### src/rtl/collision_tracker.sv
// collision_tracker: frame-based game-rules engine for the pixel pipeline.
//
// Accumulates ship/target and bullet/target overlaps over each frame. On the
// frame strobe it publishes the collision and shot flags, then runs the lives,
// invulnerability, BCD score and play-state (IDLE/PLAY/INVULN/OVER) logic.
//
// Optional feature: define COLLISION_TRACKER_BLINK_EN to make ship_visible
// blink every 8 frames while invulnerable. Without it the ship stays visible.
//
// Ports:
//   clk_pix         in   pixel clock, the only clock
//   rst             in   synchronous reset, active-high
//   frame           in   one-cycle strobe at the start of each frame
//   de              in   visible-region qualifier
//   start           in   level, requests a new game
//   ship_drawing    in   ship pixel active
//   bullet_drawing  in   bullet pixel active
//   target_drawing  in   per-target pixel active [TARGET_COUNT]
//   collision       out  ship/target overlap seen in the last completed frame
//   target_shot     out  targets hit by the bullet in the last completed frame
//   ship_hit        out  one-cycle pulse per lost life
//   lives_left      out  remaining lives
//   score_bcd       out  packed BCD score, least-significant digit in [3:0]
//   invulnerable    out  high while in INVULN
//   game_over       out  high while in OVER
//   ship_visible    out  ship render enable
module collision_tracker #(
    parameter int unsigned TARGET_COUNT  = 10,
    parameter int unsigned LIVES         = 3,
    parameter int unsigned INVULN_FRAMES = 60,
    parameter int unsigned SCORE_DIGITS  = 3
) (
    input  logic                      clk_pix,
    input  logic                      rst,
    input  logic                      frame,
    input  logic                      de,
    input  logic                      start,
    input  logic                      ship_drawing,
    input  logic                      bullet_drawing,
    input  logic [TARGET_COUNT-1:0]   target_drawing,
    output logic                      collision,
    output logic [TARGET_COUNT-1:0]   target_shot,
    output logic                      ship_hit,
    output logic [3:0]                lives_left,
    output logic [4*SCORE_DIGITS-1:0] score_bcd,
    output logic                      invulnerable,
    output logic                      game_over,
    output logic                      ship_visible
);

    localparam logic [3:0] LivesInit  = 4'(LIVES);
    localparam logic [7:0] InvulnInit = 8'(INVULN_FRAMES);

    typedef enum logic [1:0] {StIdle, StPlay, StInvuln, StOver} state_e;

    state_e                    state_q;
    logic                      coll_acc_q;
    logic [TARGET_COUNT-1:0]   shot_acc_q;
    logic [4:0]                pending_q;
    logic [7:0]                inv_cnt_q;
`ifdef COLLISION_TRACKER_BLINK_EN
    logic [2:0]                blink_cnt_q;
`endif

    logic [4:0]                shot_count;
    logic [4:0]                pending_drain;
    logic [4*SCORE_DIGITS-1:0] score_next;
    logic                      score_sat;
    logic                      carry;

    // Number of targets shot in the frame being published.
    always_comb begin
        shot_count = '0;
        for (int i = 0; i < TARGET_COUNT; i++) begin
            shot_count = shot_count + 5'(shot_acc_q[i]);
        end
    end

    assign pending_drain = pending_q - 5'(pending_q != 5'd0);

    // BCD ripple increment; a carry out of the top digit means the score is
    // all 9s, in which case the increment is dropped.
    always_comb begin
        score_next = score_bcd;
        carry      = 1'b1;
        for (int d = 0; d < SCORE_DIGITS; d++) begin
            if (carry) begin
                if (score_bcd[4*d +: 4] == 4'd9) begin
                    score_next[4*d +: 4] = 4'd0;
                end else begin
                    score_next[4*d +: 4] = score_bcd[4*d +: 4] + 4'd1;
                    carry                = 1'b0;
                end
            end
        end
        score_sat = carry;
    end

    always_ff @(posedge clk_pix) begin
        if (rst) begin
            state_q      <= StIdle;
            coll_acc_q   <= 1'b0;
            shot_acc_q   <= '0;
            pending_q    <= '0;
            inv_cnt_q    <= '0;
            collision    <= 1'b0;
            target_shot  <= '0;
            ship_hit     <= 1'b0;
            lives_left   <= LivesInit;
            score_bcd    <= '0;
            invulnerable <= 1'b0;
            game_over    <= 1'b0;
            ship_visible <= 1'b0;
`ifdef COLLISION_TRACKER_BLINK_EN
            blink_cnt_q  <= '0;
`endif
        end else begin
            ship_hit <= 1'b0;

            if (frame) begin
                coll_acc_q <= 1'b0;
                shot_acc_q <= '0;
            end else if (de) begin
                coll_acc_q <= coll_acc_q | (ship_drawing & (|target_drawing));
                shot_acc_q <= shot_acc_q | ({TARGET_COUNT{bullet_drawing}} & target_drawing);
            end

            // Score drain runs in every state so a game-ending frame still scores.
            pending_q <= pending_drain;
            if (pending_q != 5'd0 && !score_sat) begin
                score_bcd <= score_next;
            end

            // Outside PLAY/INVULN the published flags are forced low.
            if (frame) begin
                collision   <= 1'b0;
                target_shot <= '0;
            end

            unique case (state_q)
                StIdle, StOver: begin
                    // start beats a coincident frame: nothing is published.
                    if (start) begin
                        state_q      <= StPlay;
                        coll_acc_q   <= 1'b0;
                        shot_acc_q   <= '0;
                        pending_q    <= '0;
                        inv_cnt_q    <= '0;
                        collision    <= 1'b0;
                        target_shot  <= '0;
                        lives_left   <= LivesInit;
                        score_bcd    <= '0;
                        invulnerable <= 1'b0;
                        game_over    <= 1'b0;
                        ship_visible <= 1'b1;
                    end
                end
                StPlay, StInvuln: begin
                    if (frame) begin
                        collision   <= coll_acc_q;
                        target_shot <= shot_acc_q;
                        pending_q   <= pending_drain + shot_count;
                        if (state_q == StPlay) begin
                            if (coll_acc_q) begin
                                ship_hit   <= 1'b1;
                                lives_left <= lives_left - 4'd1;
                                if (lives_left == 4'd1) begin
                                    state_q      <= StOver;
                                    game_over    <= 1'b1;
                                    ship_visible <= 1'b0;
                                end else if (INVULN_FRAMES != 0) begin
                                    state_q      <= StInvuln;
                                    inv_cnt_q    <= InvulnInit;
                                    invulnerable <= 1'b1;
`ifdef COLLISION_TRACKER_BLINK_EN
                                    ship_visible <= 1'b0;
                                    blink_cnt_q  <= '0;
`endif
                                end
                            end
                        end else begin
                            // Collisions are ignored here, including the expiring frame.
                            inv_cnt_q <= inv_cnt_q - 8'd1;
                            if (inv_cnt_q == 8'd1) begin
                                state_q      <= StPlay;
                                invulnerable <= 1'b0;
                                ship_visible <= 1'b1;
                            end else begin
`ifdef COLLISION_TRACKER_BLINK_EN
                                blink_cnt_q <= blink_cnt_q + 3'd1;
                                if (blink_cnt_q == 3'd7) begin
                                    ship_visible <= ~ship_visible;
                                end
`endif
                            end
                        end
                    end
                end
                default: state_q <= StIdle;
            endcase
        end
    end

endmodule

### config.mk
export PLATFORM = sky130hd
export DESIGN_NAME = collision_tracker
export DESIGN_NICKNAME = d
export VERILOG_FILES = /design/src/rtl/collision_tracker.sv
export SDC_FILE = /design/constraint.sdc
export NUM_CORES = 1
export LEC_CHECK = 0
export CAP_MARGIN = 15
export CORE_AREA = 2 2 78 80
export DETAILED_ROUTE_END_ITERATION = 10
export DIE_AREA = 0 0 80 82
export GPL_TIMING_DRIVEN = 0
export PLACE_DENSITY = 0.86
export SETUP_SLACK_MARGIN = 0.3
export SKIP_LAST_GASP = 1
export SYNTH_ARGS = -nofsm -noshare
export SYNTH_HDL_FRONTEND = slang
export SYNTH_SLANG_ARGS = --single-unit
### constraint.sdc
create_clock -name clk_pix -period 4.6 [get_ports clk_pix]
set_input_delay 1.38 -clock clk_pix [delete_from_list [all_inputs] [get_ports clk_pix]]
set_output_delay 1.38 -clock clk_pix [all_outputs]
set_load 0.05 [all_outputs]
==> results of run 1 <==
## worst max-delay path, delay by kind of cell, from the launching register on
| family | cells | cell delay (ns) |
|---|---|---|
| fa+ha+maj | 5 | 1.92 |
| buf+inv | 3 | 0.29 |
| simple gates | 4 | 1.12 |
| compound gates | 2 | 0.21 |
| flops | 1 | 0.33 |
## area by class of cell
class	instances	area, um^2	area share (%)
multi-input cells	231	1680	43.9
flip-flops and latches	57	1140	29.9
repair buffers	47	470	12.3
clock buffers	10	138	3.61
inverters	33	124	3.25
clock inverters	6	105	2.75
well taps	75	93.8	2.46
plain buffers	14	68.8	1.80
## kinds of logic (layout without fill, tap and decap cells)
logic type / count (synthesis) / after routing / share of synthesized area [%]
AND/OR/NAND/NOR: 99 / 99 / 18.6
AO/OA/AOI/OAI: 97 / 97 / 22.0
flip-flops: 57 / 57 / 37.9
buffers and inverters: 47 / 110 / 6.40
adder cells (fa/ha/maj): 21 / 21 / 10.5
XOR/XNOR: 7 / 7 / 2.04
multiplexers: 7 / 7 / 2.54
## power by group
part / switching, mW / internal (mW)
clock: 0.205 / 0.371
combinational: 0.676 / 0.479
sequential: 0.0884 / 0.565
total: 0.970 / 1.41
## metal layers
| layer | track usage (%) | up-vias |
|---|---|---|
| met1 | 29.7 | 1345 |
| met3 | 4.07 | 16 |
| li1 | - | 1319 |
| met2 | 39.3 | 79 |
| met4 | 11.4 | 0 |
| met5 | 0 | - |
## stage by stage
stage | total power, mW | worst slack [ns] | std cells | util [%]
finish | 2.38 | 0.661 | 473 | 66.4
detailed placement | 1.77 | 0.676 | 457 | 62.2
global placement | 1.72 | 0.751 | 457 | 62.2
floorplan | 1.54 | 0.894 | 335 | -
CTS | 2.38 | 0.667 | 473 | 66.4
global route | 2.55 | 0.453 | 473 | 66.4
## layout by cell type (no fill, tap or decap), types with 5 or more instances in the layout
master and instances:
mux2i_1 5, nand2b_1 7, a31oi_1 5, a21oi_1 32, a22o_1 11, ha_1 14, nand2_1 13, inv_1 32
clkdlybuf4s50_1 47, nor2_1 35, clkbuf_1 6, dfxtp_1 57, clkbuf_8 10, o31ai_1 5, o21ai_1 6, o21ai_0 12
fa_1 7
## worst paths after layout
path | slack, ns | cells after the start | endpoint
max | 0.66 | 14 | pending_q[4]
min reg2reg | 0.48 | 2 | invulnerable
min | 0.48 | 2 | invulnerable
max reg2reg | 0.66 | 14 | pending_q[4]
==> results.tsv, run 1 <==
stage	metric	value	unit
detailed_routing	uppermost layer routed	met4	
grt	pin count of the biggest net entering global routing	11	
critical_path	slowest cell on the critical path	or4_4	
critical_path	Critical Path Start	pending_q[1]	
detailed_routing	DR iter-0 viols	181	
synth	area leader, netlist	dfxtp_1	
die	Core Area	0.00575	mm^2
cells_and_area	share of layout cells above drive strength 1	9.80	%
timing	Max Clk Rate	0.254	GHz
grt	initial antenna violation count	0	
cells_and_area	Fill cells	451	
timing	# setup viols final	0	
timing	RSZ-0062 raised after global routing	no	
clock_tree	Worst-path clk slew	0.06	ns
power_and_ir_drop	PwrDens	625	mW/mm^2
die	I/O pin count	48	
die	# rows	28	
hold_path	hold wc startpoint	invulnerable	
synth	Post-synth top cells	dfxtp_1, nor2_1, a21oi_1, inv_1, ha_1	
clock_tree	clk_lat worst skew	0.35	ns
synth	top cells by area, synth	dfxtp_1, ha_1, a21oi_1	
synth	Syn Inst Count	335	
power_and_ir_drop	maximum vdd drop	0.000315	V
synth	Post-synth EDFFs	0	
power_and_ir_drop	leakage power	1.46	nW
synth	Post-Syn Area	0.00301	mm^2
die	Starting Density	52.4	%
critical_path	CP Data Required Time	4.87	ns
placed_design	Final HPWL DP	5020	um
grt	All-Layer GR Usage	23.6	%
critical_path	Setup crit end kind	register	
die	die area	0.00656	mm^2
clock_tree	post-CTS sizing	0	
cells_and_area	area grow syn2layout	26.8	%
detailed_routing	Vias	2759	
timing	Max Slew Vio Count	0	
synth	Synth warnings	0	
clock_tree	postcts setup bufs	0	
detailed_routing	Metal-1 WL	3140	um
critical_path	critical path class	reg -> reg	
detailed_routing	first drt pass iteration count	4	
timing	Hold WS	0.482	ns
synth	most common cell in the netlist	dfxtp_1	
timing	Setup Skew	0.00727	ns
detailed_routing	Vias/cell	5.83	
synth	#FFs+latches synth	57	
detailed_routing	metal3 WL	304	um
detailed_routing	Final ANT Viol Nets	0	
timing	Worst-Margin Slew	0.641	ns
grt	vias in the first global route	2578	
detailed_routing	DR DRC count	0	
synth	Netlist cell types	65	
die	die height	82	um
clock_tree	hold buffer count at CTS	0	
synth	post-synth top area share	37.9	%
cells_and_area	fin nets	431	
critical_path	WP data arrival	4.21	ns
clock_tree	CTS H-tree depth	3	
synth	post-synthesis sequential area ratio	37.9	%
detailed_routing	post-DR wirelength/cell	15.1	um
job	maxcap violations	0	
critical_path	Startpoint Class	register	
placed_design	Placer Congestion	0.857	
clock_tree	clock sink total	57	
synth	Async S/R FF share, synth	0	%
timing	max_slew headroom	56.6	%
timing	Fin. Hold Viols	0	
synth	syn nets	373	
timing	shortest period the worst path allows	3.94	ns
synth	Synth Flop Type	dfxtp_1	
clock_tree	CTS tree	built	
synth	Syn Area/Cell	8.98	um^2
detailed_routing	met2 routed WL	3540	um
critical_path	worst-path maximum fanout	7	
critical_path	Most Frequent Cell on Critical Path	fa_1	
timing	part of the cycle the worst path needs	85.6	%
die	Die X	80	um
grt	total gr overflow	0	
cells_and_area	cell area after layout	0.00382	mm^2
grt	first-pass GRT wire length	12000	um
critical_path	RR Startpoint	pending_q[1]	
clock_tree	CTS Buf Count	9	
cells_and_area	# diodes	0	
status	status	finished, final reports clean	
clock_tree	CTS root buffer	clkbuf_8	
timing	setup TNS	0	ns
clock_tree	CTS max path bufs	2	
hold_path	worst hold path type	reg -> reg	
placed_design	placed cell area	0.00357	mm^2
placed_design	Port-buffer cells	47	
detailed_routing	WL final	7150	um
critical_path	crit-path max cell delay	0.54	ns
critical_path	crit-path cells	or4_4 -> buf_6 -> nand2b_1 -> ha_1 -> fa_1 -> fa_1 -> inv_1 -> fa_1 -> inv_1 -> fa_1 -> nand2b_1 -> a21oi_1 -> or3_1 -> a31oi_1	
Power figures use the tool's default switching activity.
==> inputs of run 2 (changes only) <==
CORE_AREA = 2 2 79 81   (was 2 2 78 80)
DIE_AREA = 0 0 81 83   (was 0 0 80 82)
PLACE_DENSITY = 0.84   (was 0.86)
clock period = 4 ns   (was 4.6 ns; I/O delays follow)
==> results.tsv, run 2 (same netlist as run 1, synthesis figures left out) <==
stage	metric	value	unit	change
timing	Fin. Hold Viols	0		unchanged
critical_path	worst-path maximum fanout	3		-4
clock_tree	CTS Buf Count	9		unchanged
critical_path	RR Startpoint	pending_q[1]		
timing	part of the cycle the worst path needs	92.3	%	+6.7 points
critical_path	WP data arrival	3.96	ns	-0.25 ns
timing	setup TNS	0	ns	unchanged
die	Die X	81	um	+1.3%
hold_path	worst hold path type	reg -> reg		
cells_and_area	area grow syn2layout	28.9	%	
grt	initial antenna violation count	0		unchanged
critical_path	Setup crit end kind	register		
timing	Setup Skew	0.00876	ns	+0.00149 ns
clock_tree	CTS max path bufs	2		unchanged
clock_tree	CTS H-tree depth	3		unchanged
cells_and_area	FF/Latch Area	0.00114	mm^2	+0.22%
cells_and_area	Fill cells	452		+0.22%
grt	first-pass GRT wire length	12000	um	-0.69%
grt	global route hottest layer	met2		
clock_tree	clock sink total	57		unchanged
placed_design	Port-buffer cells	47		unchanged
timing	Worst-Margin Slew	0.627	ns	-0.0143 ns
power_and_ir_drop	leakage power	1.49	nW	+2.1%
clock_tree	hold buffer count at CTS	0		unchanged
timing	Setup WS post-layout	0.307	ns	-0.354 ns
placed_design	Placer Congestion	0.833		-2.8%
cells_and_area	Finished Layout Cells	478		+1.1%
critical_path	Critical Path Start	pending_q[1]		
die	Core Area	0.00582	mm^2	+1.2%
grt	pin count of the biggest net entering global routing	11		unchanged
timing	RSZ-0062 raised after global routing	yes		
die	Starting Density	51.7	%	-0.63 points
critical_path	critical path class	reg -> reg		
die	I/O pin count	48		unchanged
die	die area	0.00672	mm^2	+2.5%
detailed_routing	DR DRC count	0		unchanged
clock_tree	clk_lat worst skew	0.34	ns	about the same
status	status	finished, final reports clean		
die	die height	83	um	+1.2%
grt	met3 usage	5.00	%	+0.93 points
cells_and_area	fin util	66.7	%	+0.28 points
power_and_ir_drop	PwrDens	731	mW/mm^2	+17%
detailed_routing	Final ANT Viol Nets	0		unchanged
placed_design	Final HPWL DP	5050	um	+0.76%
placed_design	pre-CTS WS	0.123	ns	-0.553 ns
clock_tree	CTS root buffer	clkbuf_8		
hold_path	hold wc startpoint	invulnerable		
detailed_routing	DR iter-0 viols	135		-25%
job	maxcap violations	0		unchanged
cells_and_area	commonest non-fill, non-tap cell in the layout	dfxtp_1		
timing	Max Slew Vio Count	0		unchanged
timing	shortest period the worst path allows	3.69	ns	-0.246 ns
cells_and_area	fin nets	436		+1.2%
cells_and_area	most frequent cells in the layout	dfxtp_1, clkdlybuf4s50_1, nor2_1		
die	# rows	28		unchanged
placed_design	Post-Place Cells	457		unchanged
detailed_routing	Vias/cell	5.63		-3.6%
cells_and_area	area of the multi-input gates	0.00171	mm^2	+2.2%
grt	M2 GR Usage	36.3	%	-3.0 points
detailed_routing	first drt pass iteration count	4		unchanged
grt	All-Layer GR Usage	22.4	%	-1.1 points
timing	# setup viols final	0		unchanged
grt	vias in the first global route	2657		+3.1%
clock_tree	CTS tree	built		
grt	total gr overflow	0		unchanged
detailed_routing	Vias	2689		-2.5%
grt	met1 usage	28.2	%	-1.5 points
timing	Max Clk Rate	0.271	GHz	+6.7%
detailed_routing	post-DR wirelength/cell	15.0	um	-1.0%
critical_path	Startpoint Class	register		
cells_and_area	# diodes	0		unchanged
cells_and_area	share of layout cells above drive strength 1	13.2	%	+3.4 points
critical_path	CP Data Required Time	4.26	ns	-0.61 ns
clock_tree	Worst-path clk slew	0.07	ns	about the same
timing	max_slew headroom	57.6	%	+0.97 points
power_and_ir_drop	maximum vdd drop	0.000381	V	+21%
timing	Hold WS	0.477	ns	-0.00530 ns
detailed_routing	WL final	7150	um	about the same
[run 2: cell count changes in the layout (fill, tap and decap cells not counted), sizes merged]
cell	change
clkinvlp	+1
buf	+5
bufinv	-1
clkinv	-1
clkbuf	+1
[run 2: through the flow]
step	total power [mW]	area [um^2]
CTS	2.75	3840
finish	2.84	3880
floorplan	1.79	3020
global route	3.03	3880
detailed placement	2.08	3590
global placement	2.02	3590
[run 2: critical path, stage by stage (launching register included)]
cell and delay, ns:
dfxtp_2 0.32, or4_4 0.53, buf_6 0.13, nand2b_4 0.14, ha_4 0.29, fa_1 0.42
fa_1 0.50, inv_1 0.06, fa_2 0.35, inv_2 0.07, fa_2 0.20, nand2b_4 0.13
a21oi_2 0.05, or3_1 0.31, a31oi_1 0.12
[run 2: power by group]
group	internal, mW	leakage (nW)	switching [mW]
Sequential	0.651	0.463	0.0951
Combinational	0.655	0.913	0.819
Clock	0.382	0.115	0.234
Total	1.69	1.49	1.15
[run 2: what timing repair did]
action	4_1_cts	5_1_grt
setup buffers	1	4
endpoints found under the setup margin	4	4
cloned	0	0
resized for setup	6	2
pin swaps	2	3
[run 2: area by class of cell]
cell class	instances	share of cell area [%]
plain buffers	14	1.77
clock buffers	11	3.90
clock inverters	5	2.00
inverters	33	3.19
multi-input cells	231	44.1
flip-flops and latches	57	29.5
well taps	75	2.42
repair buffers	52	13.1
[run 2: per-layer routing]
metal  part of all wire [%]  wire length [um]
met1                     43              3090
met2                     51              3650
met3                    4.1               292
met4                    1.7               119
met5                      0                 0
[run 2: path summary, 6_finish.rpt]
path | to | slack (ns) | cells past startpoint
min | invulnerable | 0.48 | 2
max reg2reg | pending_q[4] | 0.31 | 14
max | pending_q[4] | 0.31 | 14
min reg2reg | invulnerable | 0.48 | 2
